### config.mk
export PLATFORM = sky130hd
export DESIGN_NAME = acc_sequencer_flat
export DESIGN_NICKNAME = d
export VERILOG_FILES = /design/src/rtl/acc_seq_if.sv /design/src/rtl/acc_sequencer.sv /design/src/flat_wrapper.sv
export SDC_FILE = /design/constraint.sdc
export NUM_CORES = 1
export LEC_CHECK = 0
export BUFFER_PORTS_ARGS = -buffer_cell sky130_fd_sc_hd__buf_2
export CAP_MARGIN = 0
export CORE_AREA = 2 2 39 41
export DETAILED_ROUTE_END_ITERATION = 16
export DIE_AREA = 0 0 41 43
export PLACE_DENSITY = 0.79
export SYNTH_ARGS = -nofsm -noshare
export SYNTH_HDL_FRONTEND = slang
export SYNTH_SLANG_ARGS = --single-unit
### constraint.sdc
create_clock -name clock -period 1.98 [get_ports clock]
set_clock_uncertainty 0.1 [all_clocks]
set_input_delay 0.396 -clock clock [delete_from_list [all_inputs] [get_ports clock]]
set_output_delay 0.396 -clock clock [all_outputs]
set_load 0.02 [all_outputs]
### src/rtl/acc_seq_if.sv
// acc_seq_if: opcode/flag/handshake inputs and strobe outputs of the accumulator sequencer.
interface acc_seq_if #(parameter int OP_W = 3);
  logic [OP_W-1:0] op;
  logic z_flag, mem_ready;
  logic PC_bus, ACC_bus, MDR_bus, Addr_bus;
  logic load_PC, INC_PC, load_IR, load_MAR, load_MDR, load_ACC;
  logic ALU_ACC, ALU_add, ALU_sub, ALU_xor;
  logic CS, R_NW, halted;
  modport master (
    input  op, z_flag, mem_ready,
    output PC_bus, ACC_bus, MDR_bus, Addr_bus, load_PC, INC_PC, load_IR, load_MAR,
           load_MDR, load_ACC, ALU_ACC, ALU_add, ALU_sub, ALU_xor, CS, R_NW, halted
  );
  modport slave (
    output op, z_flag, mem_ready,
    input  PC_bus, ACC_bus, MDR_bus, Addr_bus, load_PC, INC_PC, load_IR, load_MAR,
           load_MDR, load_ACC, ALU_ACC, ALU_add, ALU_sub, ALU_xor, CS, R_NW, halted
  );
endinterface

### src/rtl/acc_sequencer.sv
// acc_sequencer: multi-cycle fetch/decode/execute control FSM for the 8-bit accumulator datapath.
module acc_sequencer #(parameter int OP_W = 3) (
  input logic clock,
  input logic n_reset,
  acc_seq_if.master bus
);
  typedef enum logic [3:0] {
    S_RST, S_FETCH, S_RDI, S_IR, S_ADDR, S_RDO, S_EX, S_WR0, S_WR1, S_BR, S_HALT
  } state_t;
  localparam logic [OP_W-1:0] OP_STORE = OP_W'(1);
  localparam logic [OP_W-1:0] OP_ADD   = OP_W'(2);
  localparam logic [OP_W-1:0] OP_SUB   = OP_W'(3);
  localparam logic [OP_W-1:0] OP_XOR   = OP_W'(4);
  localparam logic [OP_W-1:0] OP_BNE   = OP_W'(5);
  localparam logic [OP_W-1:0] OP_JMP   = OP_W'(6);
  localparam logic [OP_W-1:0] OP_HALT  = OP_W'(7);
  state_t state, next;
  logic [OP_W-1:0] op_q;
  logic is_br;
  always_ff @(posedge clock or negedge n_reset)
    if (!n_reset) begin
      state <= S_RST;
      op_q  <= '0;
    end else begin
      state <= next;
      if (state == S_ADDR) op_q <= bus.op;
    end
  assign is_br = bus.op == OP_BNE || bus.op == OP_JMP;
  always_comb begin
    next = S_RST;
    case (state)
      S_RST:   next = S_FETCH;
      S_FETCH: next = S_RDI;
      S_RDI:   next = bus.mem_ready ? S_IR : S_RDI;
      S_IR:    next = S_ADDR;
      S_ADDR:  next = bus.op == OP_STORE ? S_WR0 :
                      bus.op == OP_JMP   ? S_BR :
                      bus.op == OP_BNE   ? (bus.z_flag ? S_FETCH : S_BR) :
                      bus.op == OP_HALT  ? S_HALT : S_RDO;
      S_RDO:   next = bus.mem_ready ? S_EX : S_RDO;
      S_EX:    next = S_FETCH;
      S_WR0:   next = S_WR1;
      S_WR1:   next = S_FETCH;
      S_BR:    next = S_FETCH;
      S_HALT:  next = S_HALT;
      default: next = S_RST;
    endcase
  end
  // S_ADDR drives the operand address except for branches, whose target goes out in S_BR
  assign bus.PC_bus   = state == S_FETCH;
  assign bus.ACC_bus  = state == S_WR0;
  assign bus.MDR_bus  = state == S_IR || state == S_EX;
  assign bus.Addr_bus = (state == S_ADDR && !is_br) || state == S_BR;
  assign bus.load_PC  = state == S_FETCH || state == S_BR;
  assign bus.INC_PC   = state == S_FETCH;
  assign bus.load_IR  = state == S_IR;
  assign bus.load_MAR = state == S_FETCH || (state == S_ADDR && !is_br);
  assign bus.load_MDR = state == S_RDI || state == S_RDO || state == S_WR0;
  assign bus.load_ACC = state == S_EX;
  assign bus.ALU_add  = state == S_EX && op_q == OP_ADD;
  assign bus.ALU_sub  = state == S_EX && op_q == OP_SUB;
  assign bus.ALU_xor  = state == S_EX && op_q == OP_XOR;
  assign bus.ALU_ACC  = bus.ALU_add || bus.ALU_sub || bus.ALU_xor;
  assign bus.CS       = state == S_RDI || state == S_RDO || state == S_WR1;
  assign bus.R_NW     = state != S_RST && state != S_WR1;
  assign bus.halted   = state == S_HALT;
endmodule
### src/flat_wrapper.sv
// flat-port wrapper written by rule: the top's interface ports become plain ports
module acc_sequencer_flat 
#(parameter int OP_W = 3)
  (clock, n_reset, bus_op, bus_z_flag, bus_mem_ready, bus_PC_bus, bus_ACC_bus, bus_MDR_bus, bus_Addr_bus, bus_load_PC, bus_INC_PC, bus_load_IR, bus_load_MAR, bus_load_MDR, bus_load_ACC, bus_ALU_ACC, bus_ALU_add, bus_ALU_sub, bus_ALU_xor, bus_CS, bus_R_NW, bus_halted);
  acc_seq_if #(.OP_W(OP_W)) bus_i ();
  input logic clock;
  input logic n_reset;
  input wire logic [$bits(bus_i.op)-1:0] bus_op;
  input wire logic [$bits(bus_i.z_flag)-1:0] bus_z_flag;
  input wire logic [$bits(bus_i.mem_ready)-1:0] bus_mem_ready;
  output wire logic [$bits(bus_i.PC_bus)-1:0] bus_PC_bus;
  output wire logic [$bits(bus_i.ACC_bus)-1:0] bus_ACC_bus;
  output wire logic [$bits(bus_i.MDR_bus)-1:0] bus_MDR_bus;
  output wire logic [$bits(bus_i.Addr_bus)-1:0] bus_Addr_bus;
  output wire logic [$bits(bus_i.load_PC)-1:0] bus_load_PC;
  output wire logic [$bits(bus_i.INC_PC)-1:0] bus_INC_PC;
  output wire logic [$bits(bus_i.load_IR)-1:0] bus_load_IR;
  output wire logic [$bits(bus_i.load_MAR)-1:0] bus_load_MAR;
  output wire logic [$bits(bus_i.load_MDR)-1:0] bus_load_MDR;
  output wire logic [$bits(bus_i.load_ACC)-1:0] bus_load_ACC;
  output wire logic [$bits(bus_i.ALU_ACC)-1:0] bus_ALU_ACC;
  output wire logic [$bits(bus_i.ALU_add)-1:0] bus_ALU_add;
  output wire logic [$bits(bus_i.ALU_sub)-1:0] bus_ALU_sub;
  output wire logic [$bits(bus_i.ALU_xor)-1:0] bus_ALU_xor;
  output wire logic [$bits(bus_i.CS)-1:0] bus_CS;
  output wire logic [$bits(bus_i.R_NW)-1:0] bus_R_NW;
  output wire logic [$bits(bus_i.halted)-1:0] bus_halted;
  assign bus_i.op = bus_op;
  assign bus_i.z_flag = bus_z_flag;
  assign bus_i.mem_ready = bus_mem_ready;
  assign bus_PC_bus = bus_i.PC_bus;
  assign bus_ACC_bus = bus_i.ACC_bus;
  assign bus_MDR_bus = bus_i.MDR_bus;
  assign bus_Addr_bus = bus_i.Addr_bus;
  assign bus_load_PC = bus_i.load_PC;
  assign bus_INC_PC = bus_i.INC_PC;
  assign bus_load_IR = bus_i.load_IR;
  assign bus_load_MAR = bus_i.load_MAR;
  assign bus_load_MDR = bus_i.load_MDR;
  assign bus_load_ACC = bus_i.load_ACC;
  assign bus_ALU_ACC = bus_i.ALU_ACC;
  assign bus_ALU_add = bus_i.ALU_add;
  assign bus_ALU_sub = bus_i.ALU_sub;
  assign bus_ALU_xor = bus_i.ALU_xor;
  assign bus_CS = bus_i.CS;
  assign bus_R_NW = bus_i.R_NW;
  assign bus_halted = bus_i.halted;
  acc_sequencer #(.OP_W(OP_W)) u_core (.clock(clock), .n_reset(n_reset), .bus(bus_i));
endmodule
==> results of run 1 <==
## cells in the final DEF, fill, tap and decap left out, types with 2 or more instances in the layout
cell and count:
nor3_1 3, clkbuf_4 3, buf_6 3, nor2_1 6, buf_2 21, o21ai_0 3, nand2_1 9, a21oi_1 3
mux2_2 2, nand2b_1 3, inv_1 3, a21o_1 2, xor2_1 3, dfrtp_2 2, buf_4 9, dfrtp_1 5
## how the worst max path moves through the flow
stage | from | to | cells after the start | slack, ns
finish | u_core.state[0]$_DFF_PN0_ | bus_Addr_bus | 4 | 0.008
global route | u_core.state[0]$_DFF_PN0_ | bus_Addr_bus | 4 | -0.06
CTS | u_core.state[1]$_DFF_PN0_ | bus_load_MAR | 4 | 0.01
detailed placement | u_core.state[0]$_DFF_PN0_ | bus_ALU_sub | 4 | 0.20
global placement | u_core.state[0]$_DFF_PN0_ | bus_ALU_sub | 4 | 0.18
floorplan | u_core.state[3]$_DFF_PN0_ | bus_ALU_add | 4 | 0.04
## repair_timing
item,in CTS,in global routing
setup endpoints to repair,6,5
pin swaps,3,3
hold endpoints to repair,7,0
resized for setup,5,4
buffers inserted,1,4
hold buffers,1,0
## Yosys cell counts
cell type,number
a21o_1,2
a21o_2,1
a21oi_1,3
a22o_1,1
a311o_1,1
and3_1,1
and4b_1,1
buf_2,2
buf_4,2
buf_6,1
dfrtp_1,7
inv_1,3
mux2_2,2
nand2_1,10
nand2b_1,3
nand3_1,1
nand3b_1,1
nor2_1,6
nor2b_1,1
nor3_1,4
nor3b_1,1
nor4b_4,1
o211ai_1,1
o21ai_0,3
o32a_1,1
o32ai_1,1
or2b_1,1
or3_1,1
xnor2_1,1
xor2_1,3
## routing by layer
layer	vias to the layer above	global-route usage [%]	share of wire, %
li1	300	-	-
met1	272	20.86	44
met2	19	24.69	50
met3	0	7.853	6.2
met4	0	4.000	0
met5	-	0	0
## where the power goes
| part | internal [mW] | total [mW] | switching (mW) |
|---|---|---|---|
| Combinational | 0.427 | 0.917 | 0.490 |
| Sequential | 0.218 | 0.308 | 0.0902 |
| Clock | 0.0765 | 0.123 | 0.0466 |
| Total | 0.721 | 1.35 | 0.627 |
## sequential cells by signal, summed over array words and instances, names as in the netlist
name and flops:
u_core.state 4, u_core.op_q 3
## cell type report
cell class / count / area, um2
fillers: 121 / 584.3
flip-flops and latches: 7 / 177.7
repair buffers: 34 / 216.5
well taps: 16 / 20.02
multi-input cells: 52 / 347.8
inverters: 3 / 11.26
clock buffers: 4 / 26.28
## worst reg2reg max path: cells and delay by family, from the launching register on
kind / cells / cell delay (ns)
buf+inv: 4 / 0.54
flops: 1 / 0.46
simple gates: 1 / 0.33
mux: 1 / 0.33
## cell families after synthesis
group | share of synthesized area (%)
AND/OR/NAND/NOR | 32.07
AO/OA/AOI/OAI | 17.71
buffers and inverters | 8.519
flip-flops | 31.39
XOR/XNOR | 6.279
multiplexers | 4.036
## metrics by stage
stage | area, um2 | util (%) | cells | setup slack, ns
after floorplan | 563.0 | - | 67 | 0.03920
after global placement | 699.4 | 50.54 | 106 | 0.1771
after detailed placement | 699.4 | 50.54 | 106 | 0.1983
after global routing | 799.5 | 57.78 | 116 | -0.06295
after CTS | 757.0 | 54.70 | 112 | 0.01284
final | 799.5 | 57.78 | 116 | 0.007826
==> results.sh, run 1 <==
export IMPL_nets=108
export IMPL_worstSetupPathType="register to output pin"
export IMPL_cts_tree="built"
export IMPL_cp_slowest_cell="dfrtp_2"
export IMPL_routed_via_count=591
export IMPL_yosys_register_bits=7
export IMPL_drt_wirelength_per_cell_um=11.47
export IMPL_yosysTopAreaCell="dfrtp_1"
export IMPL_hold_path_startpoint="bus_op[0]"
export IMPL_drtIter0Drc=12
export IMPL_fmax_ghz=0.5071
export IMPL_first_pass_iters=4
export IMPL_ys_types=30
export IMPL_path_cells="buf_6, nor4b_4, a22o_1, buf_4"
export IMPL_io_pins=24
export IMPL_syn_inst=67
export IMPL_cts_buffer_depth=2
export IMPL_finalMaxSlewViolations=0
export IMPL_critPathLaunchType="register"
export IMPL_reg2reg_depth=6
export IMPL_clk_pin_slew_worst_paths_ns=0.05
export IMPL_holdWs_ns=0.3541
export IMPL_die_x_um=41
export IMPL_worstHoldPathCells=3
export IMPL_drcViolationCount=0
export IMPL_pwr_density_cell_mw_per_mm2=1686
export IMPL_diodes=0
export IMPL_synth_warnings=0
export IMPL_portBuffers=23
export IMPL_status="finished clean"
export IMPL_critPathCaptureType="output pin"
export IMPL_finalCritPeriodShare_pct=99.60
export IMPL_die_area_mm2=0.001763
export IMPL_slew_headroom_pct=81.51
export IMPL_crit_path_max_incr_delay_ns=0.46
export IMPL_grt_pass1_vias=463
export IMPL_core_area_mm2=0.001384
export IMPL_ys_seq_area_share_pct=31.39
export IMPL_root_buffer="clkbuf_4"
export IMPL_p_leak_nw=0.4276
export IMPL_gp_congestion=0.7572
export IMPL_hpwlAfterDp_um=978.2
export IMPL_area_delta_synth_final_pct=43.27
export IMPL_drt_vias_per_instance=5.095
export IMPL_htreeDepth=1
export IMPL_grt_overflow=0
export IMPL_finalCriticalPeriod_ns=1.972
export IMPL_critical_path_required_ns=1.48
export IMPL_clock_sinks=7
export IMPL_drv_cap=0
export IMPL_clock_latency_ns=0.24
export IMPL_die_height_um=43
export IMPL_syn_area_um2=558.0
export IMPL_cp_max_fo=8
export IMPL_antenna_found_initial=0
export IMPL_critPathTopFamily="flip-flops"
export IMPL_syn_mean_instance_area_um2=8.329
export IMPL_tightest_slew_ns=0.2761
export IMPL_drive_above_1_share_pct=45.00
export IMPL_ant_nets=0
export IMPL_synth_top_area_share_pct=31.39
export IMPL_hold_path_class="input pin to register"
export IMPL_power_mw=1.348
export IMPL_grt_max_degree=14
export IMPL_rr_endpoint="u_core.op_q[2]$_DFFE_PN0P_"
export IMPL_grt_usage_pct=16.51
export IMPL_synth_top_cells_by_area="dfrtp_1 31%, nand2_1 6.7%, xor2_1 4.7%, nor4b_4 4.3%, mux2_2 4.0%"
export IMPL_mappedNetlistNets=74
export IMPL_r2r_slack_ns=0.11
export IMPL_rr_startpoint="u_core.state[0]$_DFF_PN0_"
export IMPL_wirelength_um=1331
export IMPL_cts_buffers=3
export IMPL_ir_worst_vdd_mv=0.6790
export IMPL_hold_end="u_core.op_q[0]$_DFFE_PN0P_"
export IMPL_rsz0062_at_grt="yes"
export IMPL_worst_path_buf_inv=2
export IMPL_setup_viol=0
export IMPL_final_hold_viol_count=0
export IMPL_row_count=14
export IMPL_tns_ns=0
export IMPL_grt_first_pass_wirelength_um=1945
export IMPL_initial_core_util_pct=40.33
export IMPL_crit_arrival_ns=1.48
Power figures use the tool's default switching activity.
==> run 2, diff against run 1 <==
Settings changed: BUFFER_PORTS_ARGS -buffer_cell sky130_fd_sc_hd__buf_2 to -buffer_cell sky130_fd_sc_hd__buf_4.
==> run 2 against run 1 <==
  * Sequential power shrank 2%
  * Worst setup slack gained 0.011 ns
  * Flip-flop and latch count did not move
  * Largest cell class unchanged
==> results.sh, run 2 (same netlist as run 1, synthesis figures left out) <==
export IMPL_die_x_um=41
export IMPL_status="finished clean"
export IMPL_area_delta_synth_final_pct=48.88
export IMPL_fin_area_um2=830.8
export IMPL_drive_above_1_share_pct=43.75
export IMPL_drcViolationCount=0
export IMPL_diodes=0
export IMPL_drt_wirelength_per_cell_um=12.33
export IMPL_die_area_mm2=0.001763
export IMPL_reg2reg_depth=4
export IMPL_cts_tree="built"
export IMPL_antenna_found_initial=0
export IMPL_crit_end="bus_load_MAR"
export IMPL_cp_max_fo=5
export IMPL_clk_pin_slew_worst_paths_ns=0.05
export IMPL_grt_overflow=0
export IMPL_nets=104
export IMPL_rsz0062_at_grt="yes"
export IMPL_critPathCaptureType="output pin"
export IMPL_drt_vias_per_instance=5.107
export IMPL_cts_buffers=3
export IMPL_p_leak_nw=0.4148
export IMPL_crit_arrival_ns=1.47
export IMPL_grt_usage_pct=16.06
export IMPL_nFillCells=135
export IMPL_r2r_slack_ns=0.33
export IMPL_dp_cells=105
export IMPL_max_flop_register="u_core.state"
export IMPL_slew_headroom_pct=80.45
export IMPL_grt_pass1_vias=480
export IMPL_wirelength_um=1381
export IMPL_fmax_ghz=0.5099
export IMPL_top_regs="u_core.state (4), u_core.op_q (3)"
export IMPL_ir_worst_vdd_mv=0.8339
export IMPL_drv_cap=0
export IMPL_dp_slack_ns=0.1942
export IMPL_finalCriticalPeriod_ns=1.961
export IMPL_finalCritPeriodShare_pct=99.05
export IMPL_setup_viol=0
export IMPL_largest_register_ffs=4
export IMPL_htreeDepth=1
export IMPL_hold_path_class="input pin to register"
export IMPL_seq_area_um2=176.4
export IMPL_critPathLaunchType="register"
export IMPL_io_pins=24
export IMPL_critical_path_required_ns=1.48
export IMPL_multi_input_area_um2=360.3
export IMPL_worstSetupPathType="register to output pin"
export IMPL_pwr_density_cell_mw_per_mm2=1704
export IMPL_root_buffer="clkbuf_4"
export IMPL_die_height_um=43
export IMPL_routed_via_count=572
export IMPL_layout_setup_ws_ns=0.01884
export IMPL_final_common_cell="buf_4"
export IMPL_fin_util_pct=60.04
export IMPL_fin_cells=112
export IMPL_rr_endpoint="u_core.op_q[1]$_DFFE_PN0P_"
export IMPL_gp_congestion=0.7136
export IMPL_placed_area_um2=749.5
export IMPL_cts_buffer_depth=2
export IMPL_final_hold_viol_count=0
export IMPL_core_area_mm2=0.001384
export IMPL_initial_core_util_pct=40.33
export IMPL_grt_first_pass_wirelength_um=1959
export IMPL_portBuffers=23
export IMPL_drtIter0Drc=5
export IMPL_finalMaxSlewViolations=0
export IMPL_first_pass_iters=2
export IMPL_grt_max_degree=15
export IMPL_row_count=14
export IMPL_hpwlAfterDp_um=969.3
export IMPL_clock_sinks=7
export IMPL_tightest_slew_ns=0.2921
export IMPL_mostFrequentLayoutCells="25 x buf_4, 9 x nand2_1, 6 x dfrtp_1"
export IMPL_tns_ns=0
export IMPL_clock_latency_ns=0.25
export IMPL_ant_nets=0
export IMPL_rr_startpoint="u_core.state[0]$_DFF_PN0_"
export IMPL_crit_path_start="u_core.state[0]$_DFF_PN0_"
run 2: how the worst min path moves through the flow:
stage              start                         end  slack (ns)  cells past startpoint
2_1_floorplan    n_reset  u_core.op_q[0]$_DFFE_PN0P_      0.0004                      0
3_3_place_gp     n_reset   u_core.state[0]$_DFF_PN0_        0.11                      1
3_5_place_dp     n_reset   u_core.state[0]$_DFF_PN0_        0.11                      1
4_1_cts        bus_op[2]  u_core.op_q[2]$_DFFE_PN0P_        0.33                      2
5_1_grt        bus_op[2]  u_core.op_q[2]$_DFFE_PN0P_        0.34                      2
6_report       bus_op[2]  u_core.op_q[2]$_DFFE_PN0P_        0.34                      2
run 2: timing repair:
action,CTS,global route
pin swaps,0,0
endpoints found under the setup margin,5,9
hold buffers,1,0
endpoints found under the hold margin,7,0
cloned,0,1
setup buffers,0,1
gates resized for setup,1,8
run 2: metrics by stage:
step / power (mW) / hold slack (ns)
floorplan: 0.9079 / 0.0004089
global placement: 1.164 / 0.1129
detailed placement: 1.179 / 0.1141
CTS: 1.317 / 0.3331
global route: 1.512 / 0.3358
finish: 1.415 / 0.3386
run 2: power by group:
part | switching [mW] | internal [mW]
Clock | 0.0475 | 0.0766
Sequential | 0.0881 | 0.215
Combinational | 0.519 | 0.469
Total | 0.655 | 0.761
run 2: per-layer routing:
layer  vias to the layer above  track usage (%)  wire, um
met5                         -                0         0
met4                         0            3.333         8
met3                         2            7.330        78
met2                        14            24.69       707
met1                       265            20.07       587
li1                        291                -         -
run 2: layout make-up:
class | instances | area share, %
clock buffer | 4 | 3.163
timing repair buffer | 30 | 28.46
sequential | 7 | 21.23
tap | 16 | 2.410
inverter | 3 | 1.355
multi-input combinational | 52 | 43.37
run 2: worst max-delay path, stage by stage (launching register included):
cell	delay, ns
dfrtp_1	0.39
buf_6	0.14
or2b_4	0.29
nor3_4	0.16
a21o_2	0.13
buf_6	0.11
